$ cat src/rtl/load_store_unit_pkg.sv
// Shared encodings and lane helpers for the load/store unit.
// Holds the RV32I width codes, the FSM state encoding and the store/fault decode.
package load_store_unit_pkg;

  localparam int LSU_LAT_W = 4;

  localparam logic [2:0] F3_B  = 3'b000;
  localparam logic [2:0] F3_H  = 3'b001;
  localparam logic [2:0] F3_W  = 3'b010;
  localparam logic [2:0] F3_BU = 3'b100;
  localparam logic [2:0] F3_HU = 3'b101;

  typedef enum logic [1:0] {
    ST_IDLE   = 2'b00,
    ST_ACCESS = 2'b01,
    ST_WAIT   = 2'b10,
    ST_RESP   = 2'b11
  } lsu_state_e;

  // Unsigned widths exist only for loads; stores with those codes are illegal.
  function automatic logic req_fault(input logic write, input logic [2:0] funct3,
                                     input logic [1:0] offset);
    logic bad;
    case (funct3)
      F3_B:    bad = 1'b0;
      F3_H:    bad = offset[0];
      F3_W:    bad = (offset != 2'b00);
      F3_BU:   bad = write;
      F3_HU:   bad = write | offset[0];
      default: bad = 1'b1;
    endcase
    return bad;
  endfunction

  function automatic logic [3:0] lane_mask(input logic [2:0] funct3, input logic [1:0] offset);
    logic [3:0] mask;
    case (funct3)
      F3_B, F3_BU: mask = 4'b0001 << offset;
      F3_H, F3_HU: mask = offset[1] ? 4'b1100 : 4'b0011;
      F3_W:        mask = 4'b1111;
      default:     mask = 4'b0000;
    endcase
    return mask;
  endfunction

  function automatic logic [31:0] lane_data(input logic [2:0] funct3, input logic [31:0] wdata);
    logic [31:0] data;
    case (funct3)
      F3_B:    data = {4{wdata[7:0]}};
      F3_H:    data = {2{wdata[15:0]}};
      default: data = wdata;
    endcase
    return data;
  endfunction

endpackage

$ cat src/rtl/lsu_load_align.sv
// Load-lane alignment: shifts the addressed lane down and sign/zero-extends it.
module lsu_load_align
  import load_store_unit_pkg::*;
(
  input  logic [31:0] word,
  input  logic [1:0]  offset,
  input  logic [2:0]  funct3,
  output logic [31:0] result
);

  logic [31:0] shifted;

  // NOTE: every output of an always_comb gets a default first, otherwise an unlisted case infers a latch.
  always_comb begin
    shifted = word >> {offset, 3'b000};
    result  = '0;
    case (funct3)
      F3_B:    result = {{24{shifted[7]}}, shifted[7:0]};
      F3_H:    result = {{16{shifted[15]}}, shifted[15:0]};
      F3_W:    result = shifted;
      F3_BU:   result = {24'b0, shifted[7:0]};
      F3_HU:   result = {16'b0, shifted[15:0]};
      default: result = '0;
    endcase
  end

endmodule

$ cat src/rtl/load_store_unit.sv
// Multi-cycle load/store unit between EX/MEM and the data memory macro.
// Latches one request, strobes memory for a single cycle, waits out the latency, responds.
module load_store_unit
  import load_store_unit_pkg::*;
#(
  parameter int MEM_LATENCY = 1,
  parameter int ADDR_WIDTH  = 32
) (
  input  logic                  clk,
  input  logic                  reset,
  input  logic                  req_valid,
  input  logic                  req_write,
  input  logic [ADDR_WIDTH-1:0] req_addr,
  input  logic [31:0]           req_wdata,
  input  logic [2:0]            req_funct3,
  output logic                  stall,
  output logic                  resp_valid,
  output logic [31:0]           resp_rdata,
  output logic                  fault,
  output logic [ADDR_WIDTH-1:0] dmem_addr,
  output logic [31:0]           dmem_wdata,
  input  logic [31:0]           dmem_rdata,
  output logic                  dmem_read,
  output logic                  dmem_write,
  output logic [3:0]            dmem_byte_enable
);

  lsu_state_e            state, state_next;
  logic [ADDR_WIDTH-1:0] lat_addr;
  logic [2:0]            lat_funct3;
  logic                  lat_write;
  logic                  lat_fault;
  logic [31:0]           lat_wdata;
  logic [3:0]            lat_be;
  logic [LSU_LAT_W-1:0]  count;
  logic [31:0]           rdata_q;
  logic [31:0]           load_data;
  logic                  req_bad;

  assign req_bad = req_fault(req_write, req_funct3, req_addr[1:0]);

  // NOTE: sequential state uses non-blocking assignments so every register samples pre-edge values.
  always_ff @(posedge clk or posedge reset) begin
    if (reset) state <= ST_IDLE;
    else       state <= state_next;
  end

  always_comb begin
    state_next = state;
    stall      = 1'b0;
    resp_valid = 1'b0;
    dmem_read  = 1'b0;
    dmem_write = 1'b0;
    case (state)
      ST_IDLE: begin
        stall = req_valid & ~reset;
        if (req_valid) state_next = req_bad ? ST_RESP : ST_ACCESS;
      end
      ST_ACCESS: begin
        stall      = 1'b1;
        dmem_write = lat_write;
        dmem_read  = ~lat_write;
        state_next = lat_write ? ST_RESP : ST_WAIT;
      end
      ST_WAIT: begin
        stall = 1'b1;
        if (count == '0) state_next = ST_RESP;
      end
      ST_RESP: begin
        resp_valid = 1'b1;
        state_next = ST_IDLE;
      end
      default: state_next = ST_IDLE;
    endcase
  end

  // Lane mask and replicated data are registered at latch time so dmem_* never sees req_*.
  always_ff @(posedge clk or posedge reset) begin
    if (reset) begin
      lat_addr   <= '0;
      lat_funct3 <= '0;
      lat_write  <= 1'b0;
      lat_fault  <= 1'b0;
      lat_wdata  <= '0;
      lat_be     <= '0;
      count      <= '0;
      rdata_q    <= '0;
    end else begin
      if (state == ST_IDLE && req_valid) begin
        lat_addr   <= req_addr;
        lat_funct3 <= req_funct3;
        lat_write  <= req_write;
        lat_fault  <= req_bad;
        lat_wdata  <= lane_data(req_funct3, req_wdata);
        lat_be     <= lane_mask(req_funct3, req_addr[1:0]);
      end
      if (state == ST_ACCESS)
        count <= LSU_LAT_W'(MEM_LATENCY - 1);
      else if (state == ST_WAIT && count != '0)
        count <= count - 1'b1;
      if (state == ST_WAIT && count == '0)
        rdata_q <= load_data;
    end
  end

  lsu_load_align u_align (
    .word   (dmem_rdata),
    .offset (lat_addr[1:0]),
    .funct3 (lat_funct3),
    .result (load_data)
  );

  assign dmem_addr        = {lat_addr[ADDR_WIDTH-1:2], 2'b00};
  assign dmem_wdata       = lat_wdata;
  assign dmem_byte_enable = lat_be;
  assign fault            = (state == ST_RESP) & lat_fault;
  // Stores and faults respond with zero; load data persists otherwise.
  assign resp_rdata       = (state == ST_RESP && (lat_write || lat_fault)) ? '0 : rdata_q;

endmodule
$ cat config.mk
export PLATFORM = sky130hd
export DESIGN_NAME = load_store_unit
export DESIGN_NICKNAME = d
export VERILOG_FILES = /design/src/rtl/load_store_unit_pkg.sv /design/src/rtl/lsu_load_align.sv /design/src/rtl/load_store_unit.sv
export SDC_FILE = /design/constraint.sdc
export NUM_CORES = 1
export LEC_CHECK = 0
export CAP_MARGIN = 10
export CORE_UTILIZATION = 45
export CTS_CLUSTER_DIAMETER = 50
export CTS_CLUSTER_SIZE = 8
export DETAILED_ROUTE_END_ITERATION = 6
export PLACE_DENSITY = 0.81
export SETUP_SLACK_MARGIN = 0.2
export SLEW_MARGIN = 20
export SYNTH_ARGS = -nofsm -noshare
export SYNTH_HDL_FRONTEND = slang
export SYNTH_SLANG_ARGS = --single-unit
$ cat constraint.sdc
create_clock -name clk -period 8.8 [get_ports clk]
set_input_delay 0.88 -clock clk [delete_from_list [all_inputs] [get_ports clk]]
set_output_delay 0.88 -clock clk [all_outputs]
set_load 0.05 [all_outputs]
==> results of run 1 <==
==> per-stage QoR <==
step / hold WS [ns] / setup slack [ns] / cells / instance area [sq um]
6_report: 0.481 / 4.98 / 858 / 7900
5_1_grt: 0.521 / 4.84 / 858 / 7900
4_1_cts: 0.486 / 4.94 / 858 / 7900
3_5_place_dp: 0.470 / 4.95 / 842 / 7600
3_3_place_gp: 0.463 / 4.97 / 842 / 7600
2_1_floorplan: 0.442 / 3.74 / 531 / 5680
==> final cells by class <==
cell class              count  area (sq um)
clock inverters             5          56.3
flip-flops and latches    111          2780
repair buffers            210          2090
well taps                 168           210
fillers                   951          4260
multi-input cells         347          2500
inverters                   6          25.0
clock buffers              11           243
==> report_power, final <==
part	switching, uW	internal [uW]	leakage (uW)
Clock	178	229	0.000146
Combinational	1230	698	0.00184
Sequential	148	732	0.00138
==> synth_stat cells (8+ instances only) <==
library cell  instances  area share, %
mux2_2               56             11
nand2_1              68            4.5
a221o_1               9            1.6
buf_4                32            4.2
o211ai_1              9            1.2
buf_2                13            1.1
mux2i_1              40            7.1
a22oi_1               8            1.1
and2_1               34            3.7
nor2_1                8           0.53
o21ai_0              52            4.6
dfrtp_1             111             49
clkbuf_1             20            1.3
==> layer usage <==
layer  vias to the layer above  track usage [%]  part of all wire, %  routed length (um)
met2                       194             41.5                   51                7550
met1                      2242             26.8                   38                5620
met4                         0             8.48                  2.3                 349
met3                        22             7.68                  9.4                1400
li1                       2125                -                    -                   -
met5                         -                0                    0                   0
==> critical path: cells and delay by family <==
family | cells | cell delay (ns)
and+or+nand+nor | 1 | 0.14
buffers and inverters | 3 | 1.73
AOI/OAI and AO/OA | 1 | 0.16
==> logic make-up (layout without fill, tap and decap cells) <==
group | after synthesis | after routing | synth area share (%)
XOR/XNOR | 4 | 4 | 0.617
AO/OA/AOI/OAI | 101 | 101 | 11.3
buffers and inverters | 73 | 232 | 7.23
other | 1 | 2 | 0.0661
adder cells (fa/ha/maj) | 7 | 7 | 1.54
multiplexers | 96 | 96 | 18.2
AND/OR/NAND/NOR | 137 | 137 | 12.2
flip-flops | 111 | 111 | 48.9
==> worst paths after layout <==
kind,slack [ns],from,endpoint,cells after the start
max,4.98,reset,stall,5
min,0.48,dmem_wdata[29]$_DFFE_PP0P_,dmem_wdata[29]$_DFFE_PP0P_,2
max reg2reg,6.36,state[0]$_DFFE_PP0P_,rdata_q[27]$_DFFE_PP0P_,7
min reg2reg,0.48,dmem_wdata[29]$_DFFE_PP0P_,dmem_wdata[29]$_DFFE_PP0P_,2
max in group asynchronous,6.59,reset,lat_addr[3]$_DFFE_PP0P_,3
min in group asynchronous,0.98,reset,lat_addr[6]$_DFFE_PP0P_,2
==> flip-flops by register name, summed over array words and instances (netlist names) <==
name and flops:
dmem_wdata 32, rdata_q 32, dmem_byte_enable 4, lat_addr 32, lat_fault 1, count 4
lat_write 1, lat_funct3 3, state 2
==> results.md, run 1 <==
- Status: completed
- Detailed placement HPWL: 11.2 mm
- Register area share after synthesis: 48.9%
- Die Footprint: 13100 sq um
- CP max stage delay: approximately 0.82 ns
- Setup Crit Path Kind: input port to output pin
- Layout area overhead: 39.2%
- Synth unique cells: 42
- Synth Cell Area: 5680 sq um
- Warnings from Yosys: 0
- Global router's overall resource usage: a little under a quarter
- CTS Buffer Depth: 2
- Die W: around 110 um
- Leak: between 0.003 and 0.004 uW
- Crit Path Max Fanout: 52
- Maximum VDD drop: ~240 uV
- Starting Density: 46.7%
- PostCTS Resize Cnt: 0
- Worst Skew: between 0.005 and 0.006 ns
- Chip height: 114 um
- CTS Buf Count: 9
- Clk_lat worst skew: ~0.33 ns
- Fmax: 261 MHz
- Wirelength per Cell: 17.4 um
- Post-route DRC: 0
- H-tree depth reported by CTS: 3
- Post-CTS setup buffers: 0
- Synth Instances: 530
- # rows: 40
- Post-synth top flop: dfrtp_1
- Synthesized area per cell: approximately 11 sq um
- Final Max Tran Viols: 0
- Number of global-route vias before repair: 4741
- CP Data Required Time: 7.92 ns
- Tmin final: ~3.8 ns
- Diodes inserted: 0
- Proportion of layout cells with a drive suffix above 1: 12.3%
- Number of port buffers: between 200 and 250
- Vias per cell: about 5.3
- Slew headroom: just under 30%
- Most frequent cells in the layout: clkdlybuf4s50_1 (205), dfrtp_1 (111), nand2_1 (67)
- Worst-path clk slew: 0.07 ns
- Final WL: 14.9 mm
- Most used cell, CP: clkdlybuf4s50_1
- Largest net degree at the start of global routing: around 100
- Max Cap Violations: 0
- Hold Violations, Final: 0
- Flop and latch count out of synthesis: roughly 110
- 1st-pass router iterations: 6
- CP cell instances: clkdlybuf4s50_1 > inv_4 > a31oi_1 > nor2_1 > clkdlybuf4s50_1
- Fin nets: roughly 800
- CP Capture Type: output pin
- Crit-path slowest cell: clkdlybuf4s50_1
- Endpoints failing setup: 0
- Num Clock Sinks: ~110
- Total power: between 3000 and 4000 uW
- Post-layout util: 65.0%
- RSZ-0062 raised after global routing: no
- Tcrit/Tclk final: 43.5%
- WP data arrival: 2.94 ns
- Power per Cell Area: 406 nW/um^2
- TritonCTS clock tree: yes
- I/O pins: roughly 210
- Routed Antenna Nets: 0
- Most common cell after layout, fill and taps aside: clkdlybuf4s50_1
- Asr flop ratio synth: between 90% and 100%
- CP startpoint kind: input port
- Min-delay worst type: flip-flop to flip-flop
- Grt ovf: 0
- Tightest Pin Transition: about 1.1 ns
- Core box area: ~12000 sq um
- First-pass GRT wire length: 23.9 mm
- Hold-fix buffers, CTS: 0
- Clk root buf: clkbuf_16
- Initial DRC count: 262
- GPL Wtd Cong: 0.823
- Routed via count: between 4k and 5k
- Setup_tns: 0 ns
- Post-synth EDFFs: 0
- Initial antenna violation count: 0
No activity file was read; power rests on OpenSTA's default activity.
==> inputs of run 2 (changes only) <==
--- a/config.mk
+++ b/config.mk
@@ -6,11 +6,11 @@
 export NUM_CORES = 1
 export LEC_CHECK = 0
 export CAP_MARGIN = 10
-export CORE_UTILIZATION = 45
+export CORE_UTILIZATION = 41
 export CTS_CLUSTER_DIAMETER = 50
 export CTS_CLUSTER_SIZE = 8
 export DETAILED_ROUTE_END_ITERATION = 6
-export PLACE_DENSITY = 0.81
+export PLACE_DENSITY = 0.78
 export SETUP_SLACK_MARGIN = 0.2
 export SLEW_MARGIN = 20
 export SYNTH_ARGS = -nofsm -noshare
==> constraint.sdc (replaced) <==
create_clock -name clk -period 3.1 [get_ports clk]
set_input_delay 0.31 -clock clk [delete_from_list [all_inputs] [get_ports clk]]
set_output_delay 0.31 -clock clk [all_outputs]
set_load 0.05 [all_outputs]
==> run 2 against run 1 <==
Via count is 1.5% lower. Critical endpoint is now resp_rdata[6]. First-iteration DRC count shrank 15%. Sequential cell count is the same. Total power grew to 2.8 times the previous value. Highest routed layer unchanged. Combinational power grew to 2.8 times the previous value. Critical path depth unchanged. Non-clock buffer count rose by 4. Largest power group unchanged. Clock power grew to 2.9 times the previous value. Cell count up 1.4%.
==> results.md, run 2 (synthesis results as in run 1) <==
- Worst Skew: 0.00700 ns (+0.00189 ns)
- Number of global-route vias before repair: 4662 (-1.7%)
- Most common cell after layout, fill and taps aside: clkdlybuf4s50_1
- Fin nets: 799 (+0.50%)
- CP startpoint: state[1]$_DFFE_PP0P_
- Detailed placement HPWL: 11.2 mm (about the same)
- Final cell count without fillers: 870 (+1.4%)
- Setup_tns: 0 ns (unchanged)
- TritonCTS clock tree: yes
- Status: completed
- Slew headroom: 41.0% (+12 points)
- Largest net degree at the start of global routing: 71 (-30%)
- R2R Path Start: state[0]$_DFFE_PP0P_
- Number of port buffers: 205 (unchanged)
- Die Footprint: 14300 sq um (+9.6%)
- GPL Wtd Cong: 0.852 (+3.5%)
- Routed Antenna Nets: 0 (unchanged)
- Proportion of layout cells with a drive suffix above 1: 12.7% (+0.36 points)
- Reg2reg end: rdata_q[25]$_DFFE_PP0P_
- Placed insts: 854 (+1.4%)
- Fmax: between 300 and 400 MHz
- Chip height: 120 um (+4.7%)
- Maximum VDD drop: 759 uV (+220%)
- Worst-path clk slew: 0.07 ns (about the same)
- Layout area overhead: 40.2%
- CTS Buf Count: 9 (unchanged)
- Post-route DRC: 0 (unchanged)
- Routed via count: 4512 (-1.5%)
- Crit Path Max Fanout: 32 (-38%)
- Num Clock Sinks: 111 (unchanged)
- Most frequent cells in the layout: clkdlybuf4s50_1 (205), dfrtp_1 (111), nand2_1 (67)
- Vias per cell: 5.19 (-2.9%)
- Global router's overall resource usage: 21.2% (-2.4 points)
- Initial antenna violation count: 0 (unchanged)
- Hold endpoint: dmem_wdata[13]$_DFFE_PP0P_
- Min-delay worst type: flip-flop to flip-flop
- H-tree depth reported by CTS: 3 (unchanged)
- CP Capture Type: output pin
- Grt ovf: 0 (unchanged)
- WP data arrival: 2.38 ns (-0.56 ns)
- CTS Buffer Depth: 2 (unchanged)
- Endpoints failing setup: 0 (unchanged)
- First-pass GRT wire length: 23.6 mm (-1.4%)
- CP startpoint kind: flip-flop
- Hold-fix buffers, CTS: 0 (unchanged)
- Setup Crit Path Kind: flip-flop to output pin
- Hold Crit Start: dmem_wdata[13]$_DFFE_PP0P_
- Leak: 0.00338 uW (+0.51%)
- CP Data Required Time: 2.79 ns (-5.13 ns)
- Power per Cell Area: 1140 nW/um^2 (+180%)
- Core box area: 13300 sq um (+9.8%)
- # rows: 42 (+5.0%)
- Tcrit/Tclk final: between 80% and 90%
- Worst Hold Depth: 2 (unchanged)
- Tightest Pin Transition: 0.885 ns (-0.176 ns)
- Initial DRC count: 223 (-15%)
- I/O pins: 208 (unchanged)
- RSZ-0062 raised after global routing: no
- Hold Violations, Final: 0 (unchanged)
- 1st-pass router iterations: 5 (-1)
- Clk root buf: clkbuf_16
- Max Cap Violations: 0 (unchanged)
- Post-CTS setup buffers: 0 (unchanged)
- Clk_lat worst skew: 0.35 ns (+0.02 ns)
- Final Max Tran Viols: 0 (unchanged)
- Starting Density: 42.5% (-4.1 points)
- PostCTS Resize Cnt: 0 (unchanged)
- Tmin final: approximately 2.7 ns
- Final WL: 14.8 mm (-0.64%)
- Diodes inserted: 0 (unchanged)
- Wirelength per Cell: 17.0 um (-2.0%)
- Die W: 120 um (+4.7%)
- FF-to-FF path depth: 7 (unchanged)
- Setup slack, reg-to-reg: 0.75 ns (-5.61 ns)
[run 2: changes by cell type in the layout (fill, tap and decap cells not counted)]
cell | previous run | this run
buf_4 | 5 | 8
clkinv_2 | 2 | 0
clkinv_4 | 0 | 2
buf_12 | 0 | 1
clkbuf_1 | 1 | 2
clkinvlp_4 | 1 | 2
inv_4 | 1 | 0
inv_6 | 1 | 0
[run 2: how the worst max path moves through the flow]
stage,cells past startpoint,to
6_report,5,resp_rdata[6]
3_5_place_dp,7,rdata_q[25]$_DFFE_PP0P_
4_1_cts,5,resp_rdata[6]
3_3_place_gp,4,rdata_q[23]$_DFFE_PP0P_
5_1_grt,5,resp_rdata[6]
2_1_floorplan,3,stall
[run 2: layer usage]
metal	GRT usage, %	vias up	part of all wire, %
li1	-	2136	-
met1	23.5	2150	39
met2	36.0	194	48
met3	8.22	32	9.9
met4	9.06	0	2.8
met5	0	-	0
[run 2: final cells by class]
cell class	instances	area, sq um
well taps	176	220
fillers	1132	5390
clock inverters	4	55.1
clock buffers	12	246
multi-input cells	347	2500
inverters	6	26.3
repair buffers	214	2130
flip-flops and latches	111	2780
[run 2: power breakdown]
| group | switching [uW] | internal (uW) |
|---|---|---|
| Combinational | 3430 | 1990 |
| Sequential | 437 | 2080 |
| Clock | 518 | 652 |
[run 2: per-stage QoR]
step,hold WS [ns],util (%),cell area (sq um),power (uW),worst slack [ns]
5_1_grt,0.510,59.6,7960,9550,0.311
3_5_place_dp,0.473,57.4,7660,7980,0.779
6_report,0.485,59.6,7960,9110,0.412
3_3_place_gp,0.463,57.4,7660,7860,0.863
4_1_cts,0.491,59.6,7960,9170,0.395
2_1_floorplan,0.442,-,5680,6470,0.255
[run 2: critical path, stage by stage (launching register included)]
cell	delay, ns
dfrtp_1	0.43
ha_1	0.25
o21ai_1	0.09
buf_4	0.27
and2_1	0.17
clkdlybuf4s50_1	0.81
==> variant: new RTL, settings of run 2 <==
The parameter `ADDR_WIDTH` goes from 32 to 40.
--- a/src/rtl/load_store_unit.sv
+++ b/src/rtl/load_store_unit.sv
@@ -5,5 +5,5 @@
 #(
   parameter int MEM_LATENCY = 1,
-  parameter int ADDR_WIDTH  = 32
+  parameter int ADDR_WIDTH  = 40
 ) (
   input  logic                  clk,
Ports: changed (resized dmem_addr and req_addr); port bits go from 208 to 224. The function was not compared with the original's and may differ.
==> variant against run 2 <==
Worst setup slack got worse by 83 ps; final cell count grew 5.2%; sequential cell count rose by 8; routed wire length up 8.3%; final area grew 8.8%; largest cell class unchanged; count of clock-buffer cells in the layout rose by 9; highest routed layer unchanged; critical endpoint is now resp_rdata[8]; synthesized area grew 6.1%; synthesized cell count rose by 4.5%; critical path depth unchanged; via count increased by 4.1%; power rose by 14%.
==> variant: results (changes against run 2) <==
outcome completed (unchanged); TritonCTS Buffers 17 (was 9); GPL Wtd Cong 0.846 (was 0.852); max FFs per register 40; Worst Tran Pin Value 916 ps (was 885 ps); routed wire length 16000 um (was 14800 um); global-route wire length before repair 25100 um (was 23600 um); vias in the first global route 4914 (was 4662); hold_ws 468 ps (was 485 ps); Total Nets Final 846 (was 799); Port Buffer Count 221 (was 205); gate family responsible for the most delay along the worst path buffers and inverters (unchanged); Post-CTS Setup Inserts 0 (unchanged); r2r setup slk 580 ps (was 750 ps); Worst path max stage delay 810 ps (about the same); max-cap violations 0 (unchanged); Synth cell types 41 (was 42); async set-reset flop share out of synthesis 100% (unchanged); setup TNS 0 ps (unchanged); Synth top cells by count dfrtp_1, nand2_1, mux2_2, o21ai_0 (was dfrtp_1, nand2_1, mux2_2, o21ai_0, mux2i_1); yosys warns 0 (unchanged); Clock Latency Late Sink 400 ps (was 350 ps); Root Buffer clkbuf_16 (unchanged); met3 Track Usage GR 8.72% (was 8.22%); initial antenna violation count 0 (unchanged); GR Layer Usage met1 25.2% (was 23.5%); type of the worst min-delay path input pin to async pin (was flop to flop); Peak VDD IR 0.815 mV (was 0.759 mV); H-tree Lvls 4 (was 3); CTS max path bufs 2 (unchanged); pin count of the biggest net entering global routing 120 (was 71); via count 4696 (was 4512); cts repair resizes 0 (unchanged); Pre-antenna DRT Iters 5 (unchanged); Worst Skew 6.48 ps (was 7.00 ps); register area share after synthesis 49.4% (was 48.9%); Biggest register lat_addr; DP HPWL 11800 um (was 11200 um); met2 usage 36.5% (was 36.0%); Crit-path slowest cell clkdlybuf4s50_1 (unchanged); Worst Reg-to-Reg Cells 6 (was 7); share of cells above drive strength 1 14.4% (was 12.7%); main area contributors after synthesis dfrtp_1, mux2_2, mux2i_1 (unchanged); Starting DRT DRC Count 268 (was 223); Crit path arrival time 2460 ps (was 2380 ps); clock-pin slew on the worst setup and hold paths 50 ps (was 70 ps); n_diodes 0 (unchanged); gr usage total 21.9% (was 21.2%); Leak Pwr 3.74 nW (was 3.38 nW); critical-path maximum fanout 32 (unchanged)
variant: worst paths after layout:
path / from / to
worst max register to register: state[0]$_DFFE_PP0P_ / rdata_q[28]$_DFFE_PP0P_
max in group asynchronous: reset / lat_addr[30]$_DFFE_PP0P_
worst min-delay path: reset / lat_write$_DFFE_PP0P_
worst max-delay path: state[1]$_DFFE_PP0P_ / resp_rdata[8]
min in group clk: rdata_q[6]$_DFFE_PP0P_ / rdata_q[6]$_DFFE_PP0P_
worst min register to register: rdata_q[6]$_DFFE_PP0P_ / rdata_q[6]$_DFFE_PP0P_
variant: area by class of cell:
class                   count  area [um^2]
inverters                   6         26.3
flip-flops and latches    119         2980
well taps                 180          225
clock buffers              21          460
multi-input cells         355         2590
fillers                  1154         5440
clock inverters             5         77.6
repair buffers            229         2300
variant: logic make-up (layout without fill, tap and decap cells):
kind of cell / count (synthesis) / count (layout) / synth area share (%)
other: 1 / 2 / 0.0623
flip-flops: 119 / 119 / 49.4
XOR/XNOR: 4 / 4 / 0.582
multiplexers: 104 / 104 / 18.6
AND/OR/NAND/NOR: 137 / 137 / 11.5
AO/OA/AOI/OAI: 101 / 101 / 10.6
buffers and inverters: 81 / 261 / 7.73
adder cells (fa/ha/maj): 7 / 7 / 1.45
variant: worst reg2reg max path, stage by stage (launching register included):
cell	delay [ps]
dfrtp_1	400
inv_1	150
ha_1	310
nand4bb_1	450
or4_1	640
nor2_2	290
a221o_1	210
variant: routing by layer:
metal | share of wire, % | routed length [um] | up-vias
met4 | 1.6 | 251 | 0
met2 | 49 | 7840 | 193
met5 | 0 | 0 | -
li1 | - | - | 2231
met3 | 10 | 1660 | 17
met1 | 39 | 6300 | 2255
variant: where the power goes:
group	internal [mW]	switching, mW
combinational	2.13	3.71
clock	1.19	0.626
sequential	2.24	0.464
variant: through the flow:
stage,cells,power [mW],setup WS [ps],utilization [%],area (um^2)
after floorplan,555,6.99,130,-,6030
after global placement,889,8.45,766,57.6,8110
after detailed placement,889,8.58,664,57.6,8110
after CTS,915,10.5,315,61.4,8650
after global routing,915,10.9,203,61.4,8660
final,915,10.4,328,61.4,8660
